<file path="src/rtl/gb_mem_pkg.sv">
// Shared address map, region encoding and constants for the cartridge mapper.
// Imported by the MBC1 control registers and the mapper top level.
package gb_mem_pkg;

    localparam logic [15:0] ROM0_BASE    = 16'h0000;
    localparam logic [15:0] ROM0_LIMIT   = 16'h3FFF;
    localparam logic [15:0] ROMX_BASE    = 16'h4000;
    localparam logic [15:0] ROMX_LIMIT   = 16'h7FFF;
    localparam logic [15:0] ERAM_BASE    = 16'hA000;
    localparam logic [15:0] ERAM_LIMIT   = 16'hBFFF;
    localparam logic [15:0] BOOTREG_ADDR = 16'hFF50;

    // MBC1 register windows overlay the ROM address space on writes.
    localparam logic [15:0] RAMEN_BASE   = 16'h0000;
    localparam logic [15:0] RAMEN_LIMIT  = 16'h1FFF;
    localparam logic [15:0] BANKLO_BASE  = 16'h2000;
    localparam logic [15:0] BANKLO_LIMIT = 16'h3FFF;
    localparam logic [15:0] BANKHI_BASE  = 16'h4000;
    localparam logic [15:0] BANKHI_LIMIT = 16'h5FFF;
    localparam logic [15:0] MODE_BASE    = 16'h6000;
    localparam logic [15:0] MODE_LIMIT   = 16'h7FFF;

    localparam int          BOOT_SIZE = 256;
    localparam logic [7:0]  OPEN_BUS  = 8'hFF;

    typedef enum logic [2:0] {
        REG_NONE,
        REG_BOOT,
        REG_ROM,
        REG_ERAM,
        REG_BREG
    } region_t;

    function automatic logic in_range(input logic [15:0] a, input logic [15:0] lo,
                                      input logic [15:0] hi);
        return (a >= lo) && (a <= hi);
    endfunction

endpackage

</file>
<file path="src/rtl/gb_mbc1_regs.sv">
// MBC1 control registers: write decode, sticky boot-overlay disable and the
// bank numbers presented to the ROM/RAM address paths.
module gb_mbc1_regs
    import gb_mem_pkg::*;
#(
    parameter int ROM_BANKS = 2,
    parameter int RAM_BANKS = 0,
    parameter int BOOT_EN   = 1,
    parameter int ROM_BW    = $clog2(ROM_BANKS)
) (
    input  logic              clk,
    input  logic              rst,
    input  logic [15:0]       cpu_addr,
    input  logic [7:0]        cpu_wdata,
    input  logic              cpu_wr,
    output logic [ROM_BW-1:0] rom0_bank,
    output logic [ROM_BW-1:0] romx_bank,
    output logic [1:0]        ram_bank,
    output logic              ram_en,
    output logic              ram_we,
    output logic              boot_active
);

    localparam bit HAS_RAM   = (RAM_BANKS > 0);
    localparam bit RAM_BANK4 = (RAM_BANKS == 4);

    logic [4:0] bank_lo;
    logic [1:0] bank_hi;
    logic       mode;

    always_ff @(posedge clk) begin
        if (rst) begin
            ram_en      <= 1'b0;
            bank_lo     <= 5'd1;
            bank_hi     <= 2'd0;
            mode        <= 1'b0;
            boot_active <= (BOOT_EN != 0);
        end else if (cpu_wr) begin
            if (in_range(cpu_addr, RAMEN_BASE, RAMEN_LIMIT)) begin
                ram_en <= (cpu_wdata[3:0] == 4'hA);
            end else if (in_range(cpu_addr, BANKLO_BASE, BANKLO_LIMIT)) begin
                // Bank 0 is not selectable in the switchable window.
                bank_lo <= (cpu_wdata[4:0] == 5'd0) ? 5'd1 : cpu_wdata[4:0];
            end else if (in_range(cpu_addr, BANKHI_BASE, BANKHI_LIMIT)) begin
                bank_hi <= cpu_wdata[1:0];
            end else if (in_range(cpu_addr, MODE_BASE, MODE_LIMIT)) begin
                mode <= cpu_wdata[0];
            end else if ((cpu_addr == BOOTREG_ADDR) && (cpu_wdata != 8'h00)) begin
                boot_active <= 1'b0;
            end
        end
    end

    // Truncation to ROM_BW bits is the wrap to ROM_BANKS (a power of two).
    always_comb begin
        romx_bank = ROM_BW'({bank_hi, bank_lo});
        rom0_bank = mode ? ROM_BW'({bank_hi, 5'b00000}) : '0;
        ram_bank  = (mode && RAM_BANK4) ? bank_hi : 2'b00;
        ram_we    = !rst && cpu_wr && in_range(cpu_addr, ERAM_BASE, ERAM_LIMIT)
                    && ram_en && HAS_RAM;
    end

endmodule

</file>
<file path="src/rtl/gb_cart_mapper.sv">
// Cartridge-side memory mapper: region decode, array addressing and the
// registered read-data pipeline in front of ROM, boot ROM and external RAM.
module gb_cart_mapper
    import gb_mem_pkg::*;
#(
    parameter  int ROM_BANKS = 2,
    parameter  int RAM_BANKS = 0,
    parameter  int BOOT_EN   = 1,
    localparam int ROM_BW    = $clog2(ROM_BANKS),
    localparam int ROM_AW    = ROM_BW + 14,
    localparam int RAM_AW    = $clog2((RAM_BANKS > 1) ? RAM_BANKS : 1) + 13
) (
    input  logic              clk,
    input  logic              rst,
    input  logic [15:0]       cpu_addr,
    input  logic [7:0]        cpu_wdata,
    input  logic              cpu_rd,
    input  logic              cpu_wr,
    output logic [7:0]        cpu_rdata,
    output logic              cpu_rvalid,
    output logic [ROM_AW-1:0] rom_addr,
    input  logic [7:0]        rom_data,
    output logic [7:0]        boot_addr,
    input  logic [7:0]        boot_data,
    output logic [RAM_AW-1:0] ram_addr,
    output logic [7:0]        ram_wdata,
    output logic              ram_we,
    input  logic [7:0]        ram_rdata,
    output logic              boot_active
);

    localparam bit HAS_RAM = (RAM_BANKS > 0);

    logic [ROM_BW-1:0] rom0_bank;
    logic [ROM_BW-1:0] romx_bank;
    logic [1:0]        ram_bank;
    logic              ram_en;
    region_t           region;
    region_t           sel_d;
    region_t           sel_q;
    logic [7:0]        const_d;
    logic [7:0]        const_q;
    logic              rd_fire;
    logic              rvalid_q;

    gb_mbc1_regs #(
        .ROM_BANKS (ROM_BANKS),
        .RAM_BANKS (RAM_BANKS),
        .BOOT_EN   (BOOT_EN),
        .ROM_BW    (ROM_BW)
    ) u_regs (
        .clk         (clk),
        .rst         (rst),
        .cpu_addr    (cpu_addr),
        .cpu_wdata   (cpu_wdata),
        .cpu_wr      (cpu_wr),
        .rom0_bank   (rom0_bank),
        .romx_bank   (romx_bank),
        .ram_bank    (ram_bank),
        .ram_en      (ram_en),
        .ram_we      (ram_we),
        .boot_active (boot_active)
    );

    always_comb begin
        rom_addr  = {(cpu_addr[14] ? romx_bank : rom0_bank), cpu_addr[13:0]};
        ram_addr  = RAM_AW'({ram_bank, cpu_addr[12:0]});
        boot_addr = cpu_addr[7:0];
        ram_wdata = cpu_wdata;
    end

    always_comb begin
        region = REG_NONE;
        if (boot_active && (cpu_addr < 16'(BOOT_SIZE))) begin
            region = REG_BOOT;
        end else if (in_range(cpu_addr, ROM0_BASE, ROMX_LIMIT)) begin
            region = REG_ROM;
        end else if (in_range(cpu_addr, ERAM_BASE, ERAM_LIMIT)) begin
            region = REG_ERAM;
        end else if (cpu_addr == BOOTREG_ADDR) begin
            region = REG_BREG;
        end
    end

    // Read handshake: cpu_rd is a one-cycle request with no back-pressure.
    // Every decoded read without a concurrent cpu_wr is accepted, and
    // cpu_rvalid pulses for exactly one cycle on the following cycle.
    always_comb begin
        rd_fire = cpu_rd && !cpu_wr && (region != REG_NONE);
        sel_d   = region;
        if ((region == REG_ERAM) && !(ram_en && HAS_RAM)) begin
            sel_d = REG_NONE;
        end
        const_d = (region == REG_BREG) ? (8'hFE | {7'b0000000, ~boot_active}) : OPEN_BUS;
    end

    always_ff @(posedge clk) begin
        if (rst) begin
            rvalid_q <= 1'b0;
            sel_q    <= REG_NONE;
            const_q  <= OPEN_BUS;
        end else begin
            rvalid_q <= rd_fire;
            if (rd_fire) begin
                sel_q   <= sel_d;
                const_q <= const_d;
            end
        end
    end

    // Array data arrives in the response cycle, so the mux sits after the regs.
    always_comb begin
        cpu_rvalid = rvalid_q;
        cpu_rdata  = 8'h00;
        if (rvalid_q) begin
            case (sel_q)
                REG_BOOT: cpu_rdata = boot_data;
                REG_ROM:  cpu_rdata = rom_data;
                REG_ERAM: cpu_rdata = ram_rdata;
                default:  cpu_rdata = const_q;
            endcase
        end
    end

endmodule

</file>
<file path="config.mk">
export PLATFORM = sky130hd
export DESIGN_NAME = gb_cart_mapper
export DESIGN_NICKNAME = d
export VERILOG_FILES = /design/src/rtl/gb_mem_pkg.sv /design/src/rtl/gb_mbc1_regs.sv /design/src/rtl/gb_cart_mapper.sv
export SDC_FILE = /design/constraint.sdc
export NUM_CORES = 1
export LEC_CHECK = 0
export ABC_AREA = 1
export BUFFER_PORTS_ARGS = -buffer_cell sky130_fd_sc_hd__buf_2
export CORE_MARGIN = 4
export CORE_UTILIZATION = 40
export DETAILED_ROUTE_END_ITERATION = 8
export PLACE_DENSITY = 0.91
export REMOVE_ABC_BUFFERS = 1
export SLEW_MARGIN = 20
export SYNTH_ARGS = -nofsm -noshare
export SYNTH_HDL_FRONTEND = slang
export SYNTH_HIERARCHICAL = 1
export SYNTH_SLANG_ARGS = --single-unit
</file>
<file path="constraint.sdc">
create_clock -name clk -period 1.4 [get_ports clk]
set_input_delay 0.07 -clock clk [delete_from_list [all_inputs] [get_ports clk]]
set_output_delay 0.07 -clock clk [all_outputs]
set_load 0.02 [all_outputs]
</file>
==> impl_metrics.ini, run 1 <==
[outcome]
outcome = complete, but fails checks
violations = negative setup slack

[finish]
nets = 319
area_growth_pct = 33.2
fillers = 272
final_util = 0.552
antenna_cells = 0
design_area_mm2 = 0.00151
final_layout_size_suffix_gt1_frac = 0.500
final_cell_mix = 97 x buf_2, 47 x nand2_1, 28 x nor2_1, 17 x inv_1, 14 x nand3_1
final_common_cell = buf_2

[pwr]
seqPwrFrac = 0.279
combPwrFrac = 0.482
intPower_mw = 0.450
ir_drop_uv = 537
p_clk_frac = 0.239
p_per_area_mw_per_mm2 = 497
p_leak_nw = 0.860
p_switching_mw = 0.300
sw_frac_of_total = 0.400

[floorplanning]
die-area_mm2 = 0.00375
die_y_um = 61.2
die_w_um = 61.2
fp.coreArea_mm2 = 0.00273
std_cell_rows = 19
io_pins = 107
start_util = 0.415

[routing]
vias = 1341
route.detailed.drc = 0
wl_mm = 3.18
drtIter0Drc = 37
wl_per_cell_um = 10.7
vias_per_cell = 4.52
dr.pass1.iters = 4
ant_nets = 0

[place]
dp.final_hpwl_mm = 2.63
numPortBuffers = 105
dpl_cell_area_mm2 = 0.00136
place_ws_ns = 0.172
gp_congestion = 0.794

[worst_setup_path]
crit_path_max_incr_delay_ns = 0.33
worst_path_max_delay_cell = dfxtp_2
path_max_fanout = 8
arrival_ns = 1.35
cp.required_ns = 1.33
cp-end-kind = output port
start_kind = flop
cp_cell_sequence = inv_4 > nand2_8 > nor2_4 > nand2_1 > a31oi_1 > buf_4
crit_type = reg -> out

[clocking]
htreeDepth = 1
clk_latency_ns = 0.25
cts_tree = built
clk_pin_slew_ns = 0.05
cts_made_buffers = 3
clock_path_buffers = 2
numClockSinks = 7
cts-root-buf = clkbuf_4
ctsHoldBuffers = 0

[timing]
min_period_ns = 1.42
post-route-period-util = 1.01
fmax_mhz = 706
holdWs_ns = 0.0264
hold_viol = 0
finClkSkew_ns = 0.00105
timing.final.ws_setup_ns = -0.0162
rsz0062_at_grt = true
setup_tns_ns = -0.0274
finalMaxSlewViolations = 0
setup_viol = 4

[logic_synthesis]
ys_warn_count = 6
synthCells = 199
syn_avg_cell_area_um2 = 5.70
syn_area_mm2 = 0.00113

[grt]
gr-total-overflow = 0
grt_pass1_vias = 1192
antenna_found_initial = 0
grt_max_degree = 10
grt_pass1_wl_mm = 4.83
grt_use_total = 0.165

[flow_run]
cap_violations = 0

[min_path]
hold_path_class = in -> reg
==> critical path, delay by kind of cell (launching register included) <==
family,cells,cell delay [ns]
flops,1,0.33
buf+inv,2,0.24
simple gates,3,0.34
compound gates,1,0.18
==> state kept, by name, indices dropped and copies added, names as in the netlist <==
| signal | count |
|---|---|
| cpu_rvalid | 1 |
| u_regs/bank_lo | 1 |
| const_q | 1 |
| sel_q | 3 |
| u_regs/boot_active | 1 |
==> metrics by stage <==
stage	power (mW)	std cells
after floorplan	0.292	154
after global placement	0.560	290
after detailed placement	0.563	290
after CTS	0.755	296
after global routing	0.809	297
final	0.751	297
==> final cells by class <==
class	instances	area, um2	share of cell area
Timing Repair Buffer	108	607	0.402
Multi-Input combinational cell	123	599	0.397
Inverter	24	92.6	0.0613
Sequential cell	7	146	0.0969
Clock buffer	4	26.3	0.0174
Tap cell	31	38.8	0.0257
==> timing repair <==
item                                    4_1_cts  5_1_grt
pin swaps                                     3       10
setup buffers                                 2        1
endpoints found under the setup margin        8        8
resized for setup                            13       16
==> power by group through the flow <==
stage	Combinational [mW]	Sequential [mW]	Clock, mW
after detailed placement	0.348	0.215	0
after global placement	0.345	0.214	0
final	0.362	0.209	0.180
after global routing	0.394	0.210	0.206
after CTS	0.357	0.211	0.188
after floorplan	0.0780	0.214	0
==> per-layer routing <==
metal / GRT usage / up-vias / share of wire
met5: 0 / - / 0
met4: 0.0217 / 0 / 0
met3: 0.0503 / 0 / 0.086
met2: 0.316 / 59 / 0.54
met1: 0.180 / 576 / 0.37
li1: - / 706 / -
==> final timing paths <==
| kind | startpoint | slack [ns] | cells past startpoint | endpoint |
|---|---|---|---|---|
| worst max-delay path | sel_q[2] | -0.02 | 6 | cpu_rdata[0] |
| worst min-delay path | rst | 0.03 | 2 | sel_q[2] |
| worst max register to register | u_regs/boot_active | 0.52 | 5 | sel_q[1] |
| worst min register to register | u_regs/bank_lo[0] | 0.48 | 2 | u_regs/bank_lo[0] |
Power figures use the tool's default switching activity.
==> run 2: changes to the inputs <==
--- a/config.mk
+++ b/config.mk
@@ -7,9 +7,10 @@
 export LEC_CHECK = 0
 export ABC_AREA = 1
+export ABC_CLOCK_PERIOD_IN_PS = 1200
 export BUFFER_PORTS_ARGS = -buffer_cell sky130_fd_sc_hd__buf_2
 export CORE_MARGIN = 4
-export CORE_UTILIZATION = 40
+export CORE_UTILIZATION = 34
 export DETAILED_ROUTE_END_ITERATION = 8
-export PLACE_DENSITY = 0.91
+export PLACE_DENSITY = 0.83
 export REMOVE_ABC_BUFFERS = 1
 export SLEW_MARGIN = 20
==> constraint.sdc (replaced) <==
create_clock -name clk -period 1.2 [get_ports clk]
set_input_delay 0.06 -clock clk [delete_from_list [all_inputs] [get_ports clk]]
set_output_delay 0.06 -clock clk [all_outputs]
set_load 0.005 [all_outputs]
==> run 2 against run 1 <==
  * Core utilization decreased by 8.0 points
  * Hold slack worse by 0.012 ns
  * The flow still finishes with violations (negative setup slack)
  * Sequential cell count unchanged
  * Global-route usage is 2.3 points lower
  * Sequential share of layout area up 0.21 points
  * Largest power group unchanged
  * Highest routed layer is now met4
==> impl_metrics.ini, run 2 (same netlist as run 1, synthesis figures left out) <==
[timing]
post-route-period-util = 1.16
hold_viol = 0
fmax_mhz = 720
setup_viol = 8
finClkSkew_ns = 0.00457
timing.final.ws_setup_ns = -0.189
finalMaxSlewViolations = 0
min_period_ns = 1.39
rsz0062_at_grt = true

[routing]
vias_per_cell = 4.34
drtIter0Drc = 31
vias = 1345
ant_nets = 0
wl_mm = 3.19
wl_per_cell_um = 10.3
dr.pass1.iters = 4
route.detailed.drc = 0

[finish]
largest_reg_flops = 3
final_common_cell = buf_2
multiInputGateArea_um2 = 598
fillers = 349
final_cell_mix = 105 x buf_2, 49 x nand2_1, 28 x nor2_1, 19 x inv_1, 14 x nand3_1
stdcell_count = 310
antenna_cells = 0
top_register = sel_q
final_util = 0.473
nets = 319
final_layout_size_suffix_gt1_frac = 0.489
area_growth_pct = 30.5
seqCellArea_um2 = 146

[floorplanning]
die_y_um = 65.7
fp.coreArea_mm2 = 0.00313
die-area_mm2 = 0.00432
die_w_um = 65.7
start_util = 0.362
io_pins = 107
std_cell_rows = 20

[min_path]
hold_path_class = in -> reg

[clocking]
cts-root-buf = clkbuf_4
numClockSinks = 7
htreeDepth = 1
clock_path_buffers = 2
clk_pin_slew_ns = 0.06
clk_latency_ns = 0.25
cts_made_buffers = 3
cts_tree = built

[outcome]
outcome = complete, but fails checks
violations = negative setup slack

[worst_setup_path]
path_delay_family = flip-flops
crit_type = reg -> out
cp.required_ns = 1.14
cp-end-kind = output port
path_max_fanout = 8
crit_path_max_incr_delay_ns = 0.40
worst_path_max_delay_cell = dfxtp_4
crit_buf_inv = 1
cp_cell_sequence = nand2_8 > nor2_4 > a21oi_2 > a31oi_1 > buf_2
arrival_ns = 1.33
start_kind = flop

[grt]
grt_max_degree = 10
met2_usage = 0.253
gr-usage-met1 = 0.164
grt_pass1_wl_mm = 5.00
antenna_found_initial = 0
grt_use_met3 = 0.0462
busiest_layer = met2
grt_use_total = 0.142
gr-total-overflow = 0
grt_pass1_vias = 1227

[place]
dp_cells = 303
numPortBuffers = 105
gp_congestion = 0.764
dp.final_hpwl_mm = 2.69

[pwr]
ir_drop_uv = 544
total_power_mw = 0.764
p_per_area_mw_per_mm2 = 516
p_leak_nw = 0.857

[flow_run]
cap_violations = 0
run 2: cell counts in the layout (fill, tap and decap cells not counted):
Identical to the previous run, type by type.
run 2: timing repair:
| item | CTS | global route |
|---|---|---|
| pin swaps | 6 | 11 |
| resized for setup | 8 | 3 |
| hold buffers | 0 | 0 |
| setup buffers | 3 | 0 |
| setup endpoints to repair | 8 | 8 |
run 2: worst register-to-register path, stage by stage (launching register included):
cell and delay, ns:
dfxtp_1 0.37, nand2_1 0.07, nor2_1 0.13, nor2_1 0.05
nand3_1 0.07, nand2_1 0.04
run 2: routing by layer:
metal / wire length, um / part of all wire
met3: 267 / 0.084
met2: 1680 / 0.53
met4: 15 / 0.0047
met5: 0 / 0
met1: 1230 / 0.38
run 2: path summary, 6_finish.rpt:
check                     startpoint      endpoint  slack, ns  cells after the start
hold / removal                   rst      sel_q[2]       0.01                      2
setup / recovery            sel_q[0]  cpu_rdata[0]      -0.19                      5
setup reg to reg  u_regs/boot_active      sel_q[1]       0.36                      5
hold reg to reg             sel_q[2]      sel_q[2]       0.48                      2
run 2: stage by stage:
step | setup TNS [ns] | hold WS, ns | setup slack [ns] | area, um2
2_1_floorplan | 0 | 0.120 | 0.230 | 796
3_3_place_gp | 0 | 0.291 | 0.0659 | 1380
3_5_place_dp | 0 | 0.291 | 0.00907 | 1380
4_1_cts | -1.41 | 0.0119 | -0.182 | 1470
5_1_grt | -2.20 | 0.0272 | -0.295 | 1480
6_report | -1.27 | 0.0142 | -0.189 | 1480
run 2: area by class of cell:
type,instances,share of cell area
Sequential cell,7,0.0990
Clock buffer,4,0.0178
Tap cell,44,0.0372
Multi-Input combinational cell,123,0.404
Timing Repair Buffer,108,0.379
Inverter,24,0.0626
run 2: power by group:
part,internal [mW],total [mW],switching [mW]
clock,0.127,0.217,0.0899
combinational,0.150,0.302,0.153
sequential,0.236,0.244,0.00762
